### config.mk
export PLATFORM = sky130hd
export DESIGN_NAME = acc_exec_unit
export DESIGN_NICKNAME = d
export VERILOG_FILES = /design/src/rtl/acc_exec_unit.sv
export SDC_FILE = /design/constraint.sdc
export NUM_CORES = 1
export LEC_CHECK = 0
export BUFFER_PORTS_ARGS = -buffer_cell sky130_fd_sc_hd__buf_2
export CAP_MARGIN = 30
export CORE_MARGIN = 4
export CORE_UTILIZATION = 41
export DETAILED_ROUTE_END_ITERATION = 8
export HOLD_SLACK_MARGIN = 0.08
export PLACE_DENSITY = 0.75
export SLEW_MARGIN = 20
export SYNTH_ARGS = -nofsm -noshare
export SYNTH_HDL_FRONTEND = slang
export SYNTH_SLANG_ARGS = --single-unit
### constraint.sdc
create_clock -name in_clk -period 1.7 [get_ports in_clk]
set_clock_uncertainty 0.2 [all_clocks]
set_input_delay 0 -clock in_clk [delete_from_list [all_inputs] [get_ports in_clk]]
set_output_delay 0 -clock in_clk [all_outputs]
set_load 0.03 [all_outputs]
### src/rtl/acc_exec_unit.sv
// Accumulator execute stage: drives an external chained-bitslice ALU and
// writes its result back into the accumulator and the C/Z flags.
module acc_exec_unit #(
  parameter int WIDTH = 8
) (
  input  logic             in_clk,
  input  logic             in_rst_n,
  input  logic             in_valid,
  output logic             out_ready,
  input  logic [3:0]       in_opcode,
  input  logic [WIDTH-1:0] in_operand,
  output logic [WIDTH-1:0] out_alu_a,
  output logic [WIDTH-1:0] out_alu_b,
  output logic             out_alu_carry,
  output logic [2:0]       out_alu_control,
  input  logic [WIDTH-1:0] in_alu_result,
  input  logic             in_alu_carry,
  output logic [WIDTH-1:0] out_acc,
  output logic             out_carry_flag,
  output logic             out_zero_flag,
  output logic             out_done,
  output logic             out_store_valid,
  output logic [WIDTH-1:0] out_store_data,
  output logic             out_illegal
);

  localparam logic [3:0] OP_NOP  = 4'b0000;
  localparam logic [3:0] OP_LDA  = 4'b0001;
  localparam logic [3:0] OP_STA  = 4'b0010;
  localparam logic [3:0] OP_ADD  = 4'b0011;
  localparam logic [3:0] OP_ADC  = 4'b0100;
  localparam logic [3:0] OP_SUB  = 4'b0101;
  localparam logic [3:0] OP_OR   = 4'b0110;
  localparam logic [3:0] OP_ORN  = 4'b0111;
  localparam logic [3:0] OP_AND  = 4'b1000;
  localparam logic [3:0] OP_ANDN = 4'b1001;
  localparam logic [3:0] OP_NOTA = 4'b1010;
  localparam logic [3:0] OP_NOTB = 4'b1011;

  typedef enum logic [1:0] {
    S_IDLE = 2'b00,
    S_EXEC = 2'b01,
    S_DONE = 2'b10
  } state_t;

  state_t           r_state;
  state_t           w_next;
  logic [3:0]       r_opcode;
  logic [WIDTH-1:0] r_operand;
  logic [WIDTH-1:0] r_acc;
  logic             r_c;
  logic             r_z;

  logic             w_is_alu;
  logic             w_is_arith;
  logic [2:0]       w_ctrl;
  logic             w_cin;
  logic             w_accept;
  logic             w_exec;

  // Opcode decode into ALU control/carry-in; arith ops are the only ones
  // allowed to update the carry flag.
  always_comb begin
    w_is_alu   = 1'b0;
    w_is_arith = 1'b0;
    w_ctrl     = 3'b000;
    w_cin      = 1'b0;
    case (r_opcode)
      OP_ADD:  begin w_is_alu = 1'b1; w_is_arith = 1'b1; w_ctrl = 3'b000; end
      OP_ADC:  begin w_is_alu = 1'b1; w_is_arith = 1'b1; w_ctrl = 3'b000; w_cin = r_c; end
      OP_SUB:  begin w_is_alu = 1'b1; w_is_arith = 1'b1; w_ctrl = 3'b001; w_cin = 1'b1; end
      OP_OR:   begin w_is_alu = 1'b1; w_ctrl = 3'b010; end
      OP_ORN:  begin w_is_alu = 1'b1; w_ctrl = 3'b011; end
      OP_AND:  begin w_is_alu = 1'b1; w_ctrl = 3'b100; end
      OP_ANDN: begin w_is_alu = 1'b1; w_ctrl = 3'b101; end
      OP_NOTA: begin w_is_alu = 1'b1; w_ctrl = 3'b110; end
      OP_NOTB: begin w_is_alu = 1'b1; w_ctrl = 3'b111; end
      default: ;
    endcase
  end

  assign w_exec   = (r_state == S_EXEC);
  assign w_accept = in_valid && out_ready;

  always_comb begin
    w_next = r_state;
    case (r_state)
      S_IDLE:  if (w_accept) w_next = S_EXEC;
      S_EXEC:  w_next = S_DONE;
      S_DONE:  w_next = S_IDLE;
      default: w_next = S_IDLE;
    endcase
  end

  always_ff @(posedge in_clk or negedge in_rst_n) begin
    if (!in_rst_n) begin
      r_state   <= S_IDLE;
      r_opcode  <= OP_NOP;
      r_operand <= '0;
      r_acc     <= '0;
      r_c       <= 1'b0;
      r_z       <= 1'b0;
    end else begin
      r_state <= w_next;
      if (w_accept) begin
        r_opcode  <= in_opcode;
        r_operand <= in_operand;
      end
      // Write-back happens on the single EXEC cycle.
      if (w_exec) begin
        if (r_opcode == OP_LDA) begin
          r_acc <= r_operand;
          r_z   <= (r_operand == '0);
        end else if (w_is_alu) begin
          r_acc <= in_alu_result;
          r_z   <= (in_alu_result == '0);
          if (w_is_arith) r_c <= in_alu_carry;
        end
      end
    end
  end

  assign out_ready       = (r_state == S_IDLE);
  assign out_done        = (r_state == S_DONE);
  assign out_store_valid = (r_state == S_DONE) && (r_opcode == OP_STA);
  assign out_illegal     = (r_state == S_DONE) && (r_opcode[3:2] == 2'b11);
  assign out_store_data  = r_acc;
  assign out_acc         = r_acc;
  assign out_carry_flag  = r_c;
  assign out_zero_flag   = r_z;

  assign out_alu_a       = r_acc;
  assign out_alu_b       = w_exec ? r_operand : '0;
  assign out_alu_control = w_exec ? w_ctrl : 3'b000;
  assign out_alu_carry   = w_exec ? w_cin : 1'b0;

endmodule

==> summary.md, run 1 <==
| Metric | Value |
|---|---|
| Maximum frequency from static timing analysis | `560 MHz` |
| Maximum root-to-sink buffer count | `2` |
| Placed Instance Area | `0.00166 mm^2` |
| All-layer global routing usage | `19.1%` |
| Number of cells traversed by the worst hold path | `3` |
| Main synth FF type | `sky130_fd_sc_hd__dfrtp_1` |
| Synth Net Count | `152` |
| Violations in the final reports | `setup timing` |
| Total power per unit cell area | `between 1500 and 2000 mW/mm^2` |
| Top-level I/O count | `66` |
| CP delay by family, top | `flip-flops` |
| Clock root cell | `sky130_fd_sc_hd__clkbuf_4` |
| Count of antenna-violating nets left after detailed routing | `0` |
| First drt pass iteration count | `4` |
| Clock tree from TritonCTS | `done` |
| Detailed-route wire length per cell | `between 15 and 20 um` |
| First-iteration detailed-routing DRC count | `roughly 140` |
| Horizontal die dimension | `approximately 66 um` |
| Chip height | `between 60 and 70 um` |
| Area of the placeable core | `0.00313 mm^2` |
| Buffers plus inverters on the worst setup path | `3` |
| Mean instance size in the synthesized netlist | `between 10 and 15 um^2` |
| Async S/R FF share, synth | `between 90% and 100%` |
| Endpoint arrival time on the critical path | `~1.6 ns` |
| Number of global-route vias before repair | `~1300` |
| Logic depth of the worst register-to-register path | `4` |
| Most area-hungry cell type in the Yosys netlist | `sky130_fd_sc_hd__dfrtp_1` |
| Crit path largest cell delay | `between 0.4 and 0.5 ns` |
| Final core area utilization | `between 60% and 70%` |
| Placer's final routability congestion estimate | `between 0.8 and 0.9` |
| Worst setup EP type | `output pin` |
| Commonest non-fill, non-tap cell in the layout | `sky130_fd_sc_hd__buf_2` |
| Std cell rows | `20` |
| Total via count in the routed design | `1303` |
| Total die area | `approximately 0.0043 mm^2` |
| Final antenna diode count | `0` |
| Max Cap Violations | `0` |
| Sequential cell area in the final layout | `approximately 600 um^2` |
| Setup slack of the worst register-to-register path | `-0.02 ns` |
| Area share of the leading cell type in the synthesized netlist | `between 40 and 50%` |
| Number of storage elements in the synthesis netlist | `24` |
| Cell type of the slowest stage on the worst timing path | `sky130_fd_sc_hd__dfrtp_1` |
| Netlist cell types | `27` |
| Hold path startpoint | `in_operand[4]` |
| Main area contributors after synthesis | `sky130_fd_sc_hd__dfrtp_1 (44%), sky130_fd_sc_hd__mux2_2 (11%), sky130_fd_sc_hd__buf_4 (8.8%)` |
| Startpoint of the lowest-slack register-to-register path | `r_opcode[2]$_DFFE_PN0P_` |
| Relative area change from synthesis to final layout | `54.6%` |
| Post-Route Hold Slack | `approximately 0.24 ns` |
| Sort of element at the start of the critical path | `register` |
| Effective utilization at floorplan | `between 40% and 50%` |
| Final setup violation count | `5` |
| Endpoint of the worst register-to-register path | `out_acc[7]$_DFFE_PN0P_` |
| Detail Placement HPWL | `2470 um` |
| Most frequent cell on the critical path | `sky130_fd_sc_hd__buf_6` |
| Fin area | `0.00211 mm^2` |
| Remaining max-slew budget at the tightest pin | `roughly two thirds` |
| Data required time at the worst endpoint | `~1.5 ns` |
| Total power | `3180 uW` |
| Largest net degree at the start of global routing | `25` |
| Syn. warnings | `0` |
| Crit Path Max Fanout | `7` |
| Worst skew pair latency | `between 0.3 and 0.4 ns` |
| Gate Count Post-Synth | `around 130` |
| Netlist Area Pre-Place | `0.00136 mm^2` |
| Post-layout min period | `1.79 ns` |
| Number of slew-limit violations in the final report | `0` |
| Global route total overflow | `0` |
| Share of cells above drive strength 1 | `between 50% and 60%` |
| Critical path start-end classification | `reg -> out` |
| Leading cell types in the layout, fill and taps excluded | `sky130_fd_sc_hd__buf_2 (55), sky130_fd_sc_hd__dlygate4sd3_1 (24), sky130_fd_sc_hd__dfrtp_1 (24)` |
| Initial antenna violation count | `0` |
| Number of remaining DRC errors | `0` |
| Levels on crit path | `6` |
| Final count of hold timing violations | `0` |
| Transition time at the pin with the least slew margin | `around 0.52 ns` |
| H-Tree Level Count | `1` |
| Outcome | `complete, but fails checks` |
| Count of input and output buffers | `65` |
| CTS Buf Count | `3` |
| Highest ir drop seen on vdd | `between 0.0005 and 0.0006 V` |
| Routed via count divided by cell count | `~5` |
| Final wirelength | `3990 um` |
| Final #Nets | `between 200 and 250` |
| Sequential share of the synthesized area | `between 40% and 50%` |
| Wire length of the first global-routing pass | `6330 um` |
| Fill cell total of the finished layout | `226` |
| Cell-by-cell trace of the critical path | `buf_6 -> buf_8 -> xnor2_4 -> nor2_2 -> and2_4 -> buf_6` |
| Hold Path End | `r_operand[4]$_DFFE_PN0P_` |
| Static leakage | `0.000977 uW` |
| Class of the tightest hold or removal check | `in -> reg` |
| Final critical-path share of the clock period | `105%` |
| RSZ-0062 raised after global routing | `true` |
| Setup slack after layout | `-0.0872 ns` |
| Area used by multi-input combinational logic | `around 640 um^2` |
| Clock Sink Count | `24` |
| Post-CTS clock slew at the launch and capture registers of the worst setup and hold paths | `0.14 ns` |
| Number of synthesized flops with an enable pin | `0` |
-- Yosys cell counts (all sizes together), types with 2 or more instances --
library cell	number
and2	12
buf	22
nor2b	2
a31oi	9
inv	3
mux2i	7
o21ai	2
nor2	3
nor4	4
nand2	2
nor3	2
and3	2
mux2	14
a21oi	10
clkbuf	3
dfrtp	24
-- where the power goes --
| part | internal, uW | leakage, uW | switching, uW | total, uW |
|---|---|---|---|---|
| Clock | 238 | 0.0000279 | 165 | 404 |
| Sequential | 758 | 0.000279 | 202 | 961 |
| Combinational | 679 | 0.000670 | 1140 | 1820 |
| Total | 1680 | 0.000977 | 1510 | 3180 |
-- kinds of logic after synthesis --
kind of cell           synth area share, %
AO/OA/AOI/OAI                         9.27
XOR/XNOR                             0.643
buffers and inverters                 14.5
flip-flops                            44.1
multiplexers                          17.0
AND/OR/NAND/NOR                       14.5
-- state kept, by name, indices dropped and copies added, names as in the netlist --
signal,cells
out_carry_flag,1
out_acc,8
r_opcode,4
out_zero_flag,1
r_state,2
r_operand,8
-- layout make-up --
type | count | share of cell area [%]
multi-input cells | 76 | 30.5
inverters | 3 | 0.534
well taps | 44 | 2.61
clock buffers | 3 | 1.07
repair buffers | 104 | 35.4
flip-flops and latches | 24 | 28.5
clock inverters | 1 | 1.43
-- worst reg2reg max path: stages (launching register included) --
cell                      delay (ns)
sky130_fd_sc_hd__dfrtp_1        0.43
sky130_fd_sc_hd__buf_6          0.14
sky130_fd_sc_hd__nor4b_4        0.28
sky130_fd_sc_hd__mux2_4         0.34
sky130_fd_sc_hd__mux2_4         0.26
-- stage by stage --
stage,setup TNS [ns],cells,worst slack [ns]
finish,-0.285,255,-0.0872
global route,-0.777,255,-0.145
CTS,-0.00571,252,-0.00307
detailed placement,0,222,0.0247
global placement,0,222,0.0609
floorplan,-0.157,128,-0.157
-- worst max-delay path by stage --
stage	start	endpoint	slack, ns
final	r_opcode[2]$_DFFE_PN0P_	out_alu_control[1]	-0.09
after global routing	r_opcode[2]$_DFFE_PN0P_	out_alu_control[1]	-0.15
after CTS	r_opcode[2]$_DFFE_PN0P_	out_acc[7]$_DFFE_PN0P_	-0.003
after detailed placement	r_opcode[3]$_DFFE_PN0P_	out_acc[7]$_DFFE_PN0P_	0.02
after global placement	r_opcode[3]$_DFFE_PN0P_	out_acc[7]$_DFFE_PN0P_	0.06
after floorplan	r_opcode[2]$_DFFE_PN0P_	out_acc[7]$_DFFE_PN0P_	-0.16
-- routing by layer --
layer / share of wire [%] / global-route usage [%] / up-vias / wire length, um
met5: 0 / 0 / - / 0
met4: 1.8 / 8.03 / 0 / 72
met3: 6.2 / 1.71 / 6 / 247
met2: 54 / 35.3 / 62 / 2140
met1: 38 / 22.3 / 637 / 1530
li1: - / - / 598 / -
-- what timing repair did --
item / in CTS / in global routing
hold buffers: 24 / 0
setup buffers: 3 / 3
hold endpoints to repair: 47 / 0
endpoints found under the setup margin: 9 / 23
pin swaps: 1 / 7
resized for setup: 14 / 18
gates cloned: 0 / 0
(Power assumes the default switching activity.)
==> inputs of run 2 (changes only) <==
- CORE_MARGIN: 4 -> 1.5
==> summary.md, run 2 (synthesized netlist as in run 1, its figures left out) <==
| Metric | Value |
|---|---|
| Sort of element at the start of the critical path | `register` |
| Static leakage | `0.000951 uW (-2.6%)` |
| Commonest non-fill, non-tap cell in the layout | `sky130_fd_sc_hd__buf_2` |
| Total power per unit cell area | `1520 mW/mm^2 (+0.51%)` |
| Chip height | `60.7 um (-7.6%)` |
| Routed via count divided by cell count | `5.09 (-0.36%)` |
| Relative area change from synthesis to final layout | `51.3%` |
| First-iteration detailed-routing DRC count | `21 (-85%)` |
| Crit Path Max Fanout | `8 (+1)` |
| Total via count in the routed design | `1283 (-1.5%)` |
| First drt pass iteration count | `4 (unchanged)` |
| Clock Sink Count | `24 (unchanged)` |
| Clock root cell | `sky130_fd_sc_hd__clkbuf_4` |
| Horizontal die dimension | `60.7 um (-7.6%)` |
| Setup slack after layout | `0.00799 ns (+0.0952 ns)` |
| Post-Route Hold Slack | `0.239 ns (+0.00150 ns)` |
| CTS Buf Count | `3 (unchanged)` |
| Post-CTS clock slew at the launch and capture registers of the worst setup and hold paths | `0.14 ns (about the same)` |
| Area used by multi-input combinational logic | `621 um^2 (-3.3%)` |
| Std cell rows | `20 (unchanged)` |
| Outcome | `finished, final reports clean` |
| Pre-CTS worst setup slack | `0.0118 ns (-0.0128 ns)` |
| Sequential cell area in the final layout | `603 um^2 (+0.42%)` |
| Final core area utilization | `66.5% (-0.91 points)` |
| All-layer global routing usage | `19.6% (+0.46 points)` |
| Initial antenna violation count | `0 (unchanged)` |
| Max Cap Violations | `0 (unchanged)` |
| Number of remaining DRC errors | `0 (unchanged)` |
| Maximum root-to-sink buffer count | `2 (unchanged)` |
| Total power | `3130 uW (-1.6%)` |
| Effective utilization at floorplan | `43.9% (+0.35 points)` |
| Global route total overflow | `0 (unchanged)` |
| Number of slew-limit violations in the final report | `0 (unchanged)` |
| H-Tree Level Count | `1 (unchanged)` |
| Final wirelength | `3720 um (-6.7%)` |
| Highest ir drop seen on vdd | `0.000551 V (-5.1%)` |
| Detailed-route wire length per cell | `14.8 um (-5.6%)` |
| Number of global-route vias before repair | `1233 (-5.7%)` |
| Placer's final routability congestion estimate | `0.793 (-2.2%)` |
| Largest net degree at the start of global routing | `25 (unchanged)` |
| Transition time at the pin with the least slew margin | `0.539 ns (+0.0149 ns)` |
| Wire length of the first global-routing pass | `5420 um (-14%)` |
| Fill cell total of the finished layout | `249 (+10%)` |
| Final #Nets | `233 (-1.3%)` |
| Worst setup EP type | `output pin` |
| Total die area | `0.00368 mm^2 (-15%)` |
| Worst skew pair latency | `0.31 ns (about the same)` |
| Final setup violation count | `0 (-5)` |
| Remaining max-slew budget at the tightest pin | `64.0% (-1.0 points)` |
| Count of input and output buffers | `65 (unchanged)` |
| Endpoint arrival time on the critical path | `1.49 ns (-0.10 ns)` |
| Final antenna diode count | `0 (unchanged)` |
| Maximum frequency from static timing analysis | `591 MHz (+5.6%)` |
| Final count of hold timing violations | `0 (unchanged)` |
| RSZ-0062 raised after global routing | `true` |
| Data required time at the worst endpoint | `1.50 ns (about the same)` |
| Detail Placement HPWL | `2440 um (-1.2%)` |
| Final critical-path share of the clock period | `99.5% (-5.6 points)` |
| Count of antenna-violating nets left after detailed routing | `0 (unchanged)` |
| Post-layout min period | `1.69 ns (-0.0952 ns)` |
| Critical path start-end classification | `reg -> out` |
| Area of the placeable core | `0.00310 mm^2 (-0.80%)` |
| Class of the tightest hold or removal check | `in -> reg` |
| Share of cells above drive strength 1 | `51.0% (-1.6 points)` |
| Top-level I/O count | `66 (unchanged)` |
| Leading cell types in the layout, fill and taps excluded | `sky130_fd_sc_hd__buf_2 (53), sky130_fd_sc_hd__dlygate4sd3_1 (24), sky130_fd_sc_hd__dfrtp_1 (22)` |
| Clock tree from TritonCTS | `done` |
[run 2: cell count changes in the layout (fill, tap and decap cells not counted), sizes merged]
cell and change:
buf -3, clkdlybuf4s15 +1, clkbuf -1
[run 2: path summary, 6_finish.rpt]
| path | start | endpoint | slack, ns | cells after the start |
|---|---|---|---|---|
| worst max register to register | r_opcode[3]$_DFFE_PN0P_ | out_acc[2]$_DFFE_PN0P_ | 0.02 | 4 |
| max in group asynchronous | in_rst_n | r_opcode[0]$_DFFE_PN0P_ | 0.36 | 3 |
| min in group asynchronous | in_rst_n | r_operand[6]$_DFFE_PN0P_ | 0.54 | 3 |
| worst min-delay path | in_operand[1] | r_operand[1]$_DFFE_PN0P_ | 0.24 | 3 |
| worst min register to register | r_operand[7]$_DFFE_PN0P_ | r_operand[7]$_DFFE_PN0P_ | 0.39 | 1 |
| worst max-delay path | r_opcode[2]$_DFFE_PN0P_ | out_alu_carry | 0.008 | 5 |
[run 2: metal layers]
| layer | share of wire, % | wire (um) | track usage (%) |
|---|---|---|---|
| met1 | 40 | 1480 | 23.0 |
| met2 | 54 | 2020 | 37.6 |
| met3 | 4.8 | 179 | 1.71 |
| met4 | 1.1 | 42 | 5.59 |
| met5 | 0 | 0 | 0 |
[run 2: power by group]
part	leakage, uW	switching [uW]	total, uW	internal (uW)
registers	0.000277	207	968	761
logic	0.000646	1120	1750	634
clock network	0.0000279	173	411	238
total	0.000951	1500	3130	1630
[run 2: critical path, stage by stage (launching register included)]
cell and delay [ns]:
sky130_fd_sc_hd__dfrtp_1 0.44, sky130_fd_sc_hd__buf_6 0.16, sky130_fd_sc_hd__nor2b_4 0.13, sky130_fd_sc_hd__o21ai_1 0.06, sky130_fd_sc_hd__nor3_1 0.20, sky130_fd_sc_hd__buf_4 0.20
[run 2: final cells by class]
class                   count  share of cell area, %
clock buffers               3                   1.09
multi-input cells          76                   30.1
clock inverters             1                   1.46
flip-flops and latches     24                   29.2
inverters                   3                  0.546
well taps                  44                   2.67
repair buffers            101                   34.9
[run 2: per-stage QoR]
stage                     TNS [ns]  cells  cell area [um^2]
after floorplan             -0.157    128              1390
after global placement           0    223              1650
after detailed placement         0    223              1650
after CTS                        0    250              1960
after global routing        -0.164    252              2060
final                            0    252              2060
[run 2: what timing repair did]
| action | 4_1_cts | 5_1_grt |
|---|---|---|
| setup buffers | 0 | 1 |
| resized for setup | 8 | 28 |
| gates cloned | 0 | 1 |
| hold buffers | 24 | 0 |
| pin swaps | 0 | 5 |
| setup endpoints to repair | 9 | 13 |
| hold endpoints to repair | 47 | 0 |
==> inputs of run 3 (changes only) <==
- PLACE_DENSITY: 0.75 -> unset
- PLACE_DENSITY_LB_ADDON: unset -> 0.1
==> summary.md, run 3 (synthesized netlist as in run 1, its figures left out) <==
| Metric | Value |
|---|---|
| Maximum root-to-sink buffer count | `2 (unchanged)` |
| Transition time at the pin with the least slew margin | `0.541 ns (+0.00115 ns)` |
| Logic depth of the worst register-to-register path | `3 (-1)` |
| Highest ir drop seen on vdd | `0.000511 V (-7.2%)` |
| Global-route met3 utilization | `2.77% (+1.1 points)` |
| Sort of element at the start of the critical path | `register` |
| CTS Buf Count | `3 (unchanged)` |
| Number of remaining DRC errors | `0 (unchanged)` |
| Total via count in the routed design | `1222 (-4.8%)` |
| Most utilized layer in the global route result | `met2` |
| Detailed-route wire length per cell | `13.5 um (-8.6%)` |
| First drt pass iteration count | `4 (unchanged)` |
| Clock tree from TritonCTS | `done` |
| Total die area | `0.00368 mm^2 (unchanged)` |
| Number of slew-limit violations in the final report | `0 (unchanged)` |
| Total power per unit cell area | `1470 mW/mm^2 (-3.2%)` |
| Static leakage | `0.000938 uW (-1.4%)` |
| H-Tree Level Count | `1 (unchanged)` |
| Clock Sink Count | `24 (unchanged)` |
| First-iteration detailed-routing DRC count | `35 (+67%)` |
| Effective utilization at floorplan | `43.9% (unchanged)` |
| Startpoint of the lowest-slack register-to-register path | `r_opcode[3]$_DFFE_PN0P_` |
| Remaining max-slew budget at the tightest pin | `64.0% (-0.077 points)` |
| Met2 Track Usage GR | `33.2% (-4.5 points)` |
| Count of antenna-violating nets left after detailed routing | `0 (unchanged)` |
| Horizontal die dimension | `60.7 um (unchanged)` |
| Share of cells above drive strength 1 | `50.7% (-0.24 points)` |
| Setup slack of the worst register-to-register path | `0.01 ns (about the same)` |
| Placer's final routability congestion estimate | `0.760 (-4.1%)` |
| RSZ-0062 raised after global routing | `true` |
| Hold path startpoint | `in_operand[3]` |
| Final antenna diode count | `0 (unchanged)` |
| Critical path start-end classification | `reg -> reg` |
| Std cell rows | `20 (unchanged)` |
| Total Neg Setup Slack | `0 ns (unchanged)` |
| Critical Path Source | `r_opcode[3]$_DFFE_PN0P_` |
| Final critical-path share of the clock period | `99.3% (-0.21 points)` |
| Max Cap Violations | `0 (unchanged)` |
| Outcome | `finished, final reports clean` |
| Worst setup EP type | `register` |
| Final #Nets | `232 (-0.43%)` |
| Crit Path Max Fanout | `3 (-5)` |
| Commonest non-fill, non-tap cell in the layout | `sky130_fd_sc_hd__buf_2` |
| Top-level I/O count | `66 (unchanged)` |
| Final count of hold timing violations | `0 (unchanged)` |
| Routed via count divided by cell count | `4.87 (-4.4%)` |
| Global route total overflow | `0 (unchanged)` |
| Count of input and output buffers | `65 (unchanged)` |
| Class of the tightest hold or removal check | `in -> reg` |
| All-layer global routing usage | `19.2% (-0.35 points)` |
| Post-layout min period | `1.69 ns (-0.00357 ns)` |
| Largest net degree at the start of global routing | `25 (unchanged)` |
| Fill cell total of the finished layout | `262 (+5.2%)` |
| Post-CTS clock slew at the launch and capture registers of the worst setup and hold paths | `0.13 ns (about the same)` |
| Chip height | `60.7 um (unchanged)` |
| Met1 capacity usage during global routing | `25.9% (+2.9 points)` |
| Endpoint arrival time on the critical path | `1.70 ns (+0.21 ns)` |
| Maximum frequency from static timing analysis | `592 MHz (+0.21%)` |
| Data required time at the worst endpoint | `1.71 ns (+0.21 ns)` |
| Clock root cell | `sky130_fd_sc_hd__clkbuf_4` |
| Post-Route Hold Slack | `0.247 ns (+0.00798 ns)` |
| Endpoint of the worst register-to-register path | `out_acc[7]$_DFFE_PN0P_` |
| Worst skew pair latency | `0.31 ns (about the same)` |
| Area of the placeable core | `0.00310 mm^2 (unchanged)` |
| Number of global-route vias before repair | `1178 (-4.5%)` |
| Leading cell types in the layout, fill and taps excluded | `sky130_fd_sc_hd__buf_2 (53), sky130_fd_sc_hd__dlygate4sd3_1 (24), sky130_fd_sc_hd__dfrtp_1 (22)` |
| Worst setup path endpoint | `out_acc[7]$_DFFE_PN0P_` |
| Relative area change from synthesis to final layout | `48.5%` |
| Detail Placement HPWL | `2350 um (-3.8%)` |
| Initial antenna violation count | `0 (unchanged)` |
| Final wirelength | `3390 um (-8.9%)` |
| Final setup violation count | `0 (unchanged)` |
| Wire length of the first global-routing pass | `5310 um (-2.0%)` |
==> run 3: cell count changes in the layout (fill, tap and decap cells not counted) <==
cell	previous run	this run
sky130_fd_sc_hd__nor2_4	2	1
sky130_fd_sc_hd__buf_4	15	18
sky130_fd_sc_hd__bufinv_16	1	0
sky130_fd_sc_hd__clkdlybuf4s15_2	1	0
sky130_fd_sc_hd__clkbuf_8	0	1
sky130_fd_sc_hd__buf_6	8	4
sky130_fd_sc_hd__mux2_4	2	1
sky130_fd_sc_hd__and2_1	12	11
sky130_fd_sc_hd__mux2_2	12	13
sky130_fd_sc_hd__and2_4	0	1
sky130_fd_sc_hd__buf_12	0	1
sky130_fd_sc_hd__nor2_1	1	2
==> run 3: metrics by stage <==
stage	power [uW]	std cells	util [%]	setup WS, ns	area (um^2)
floorplan	2320	128	-	-0.157	1390
global placement	2530	222	53.0	0.0579	1650
detailed placement	2550	222	53.0	0.0316	1650
CTS	2900	251	62.8	0.00242	1950
global route	3160	251	65.2	-0.0540	2020
finish	2970	251	65.2	0.0116	2020
==> run 3: what timing repair did <==
action,4_1_cts,5_1_grt
pin swaps,0,2
setup buffers,1,1
hold buffers,25,0
setup endpoints to repair,9,21
hold endpoints to repair,47,0
gates resized for setup,5,32
==> run 3: layout make-up <==
| cell class | count | area [um^2] | area share (%) |
|---|---|---|---|
| repair buffers | 100 | 706 | 34.9 |
| multi-input cells | 76 | 612 | 30.2 |
| flip-flops and latches | 24 | 603 | 29.8 |
| well taps | 44 | 55.1 | 2.72 |
| clock buffers | 4 | 36.3 | 1.79 |
| inverters | 3 | 11.3 | 0.557 |
==> run 3: how the worst min path moves through the flow <==
| stage | to | slack, ns | cells past startpoint |
|---|---|---|---|
| after floorplan | out_acc[0]$_DFFE_PN0P_ | -0.50 | 0 |
| after global placement | out_carry_flag$_DFFE_PN0P_ | -0.19 | 1 |
| after detailed placement | out_carry_flag$_DFFE_PN0P_ | -0.18 | 1 |
| after CTS | r_operand[3]$_DFFE_PN0P_ | 0.24 | 3 |
| after global routing | r_opcode[1]$_DFFE_PN0P_ | 0.25 | 3 |
| final | r_operand[3]$_DFFE_PN0P_ | 0.25 | 3 |
==> run 3: critical path, stage by stage, from the launching register on <==
cell and delay, ns:
sky130_fd_sc_hd__dfrtp_1 0.44, sky130_fd_sc_hd__nor4b_4 0.32, sky130_fd_sc_hd__mux2_2 0.36, sky130_fd_sc_hd__mux2_4 0.25
==> run 3: power by group <==
part	internal, uW	switching (uW)
sequential	760	190
combinational	633	1090
clock	131	169
total	1520	1450
==> run 3: routing by layer <==
metal  share of wire, %  wire, um
met5                  0         0
met4               0.35        12
met3                5.2       175
met2                 51      1710
met1                 44      1490
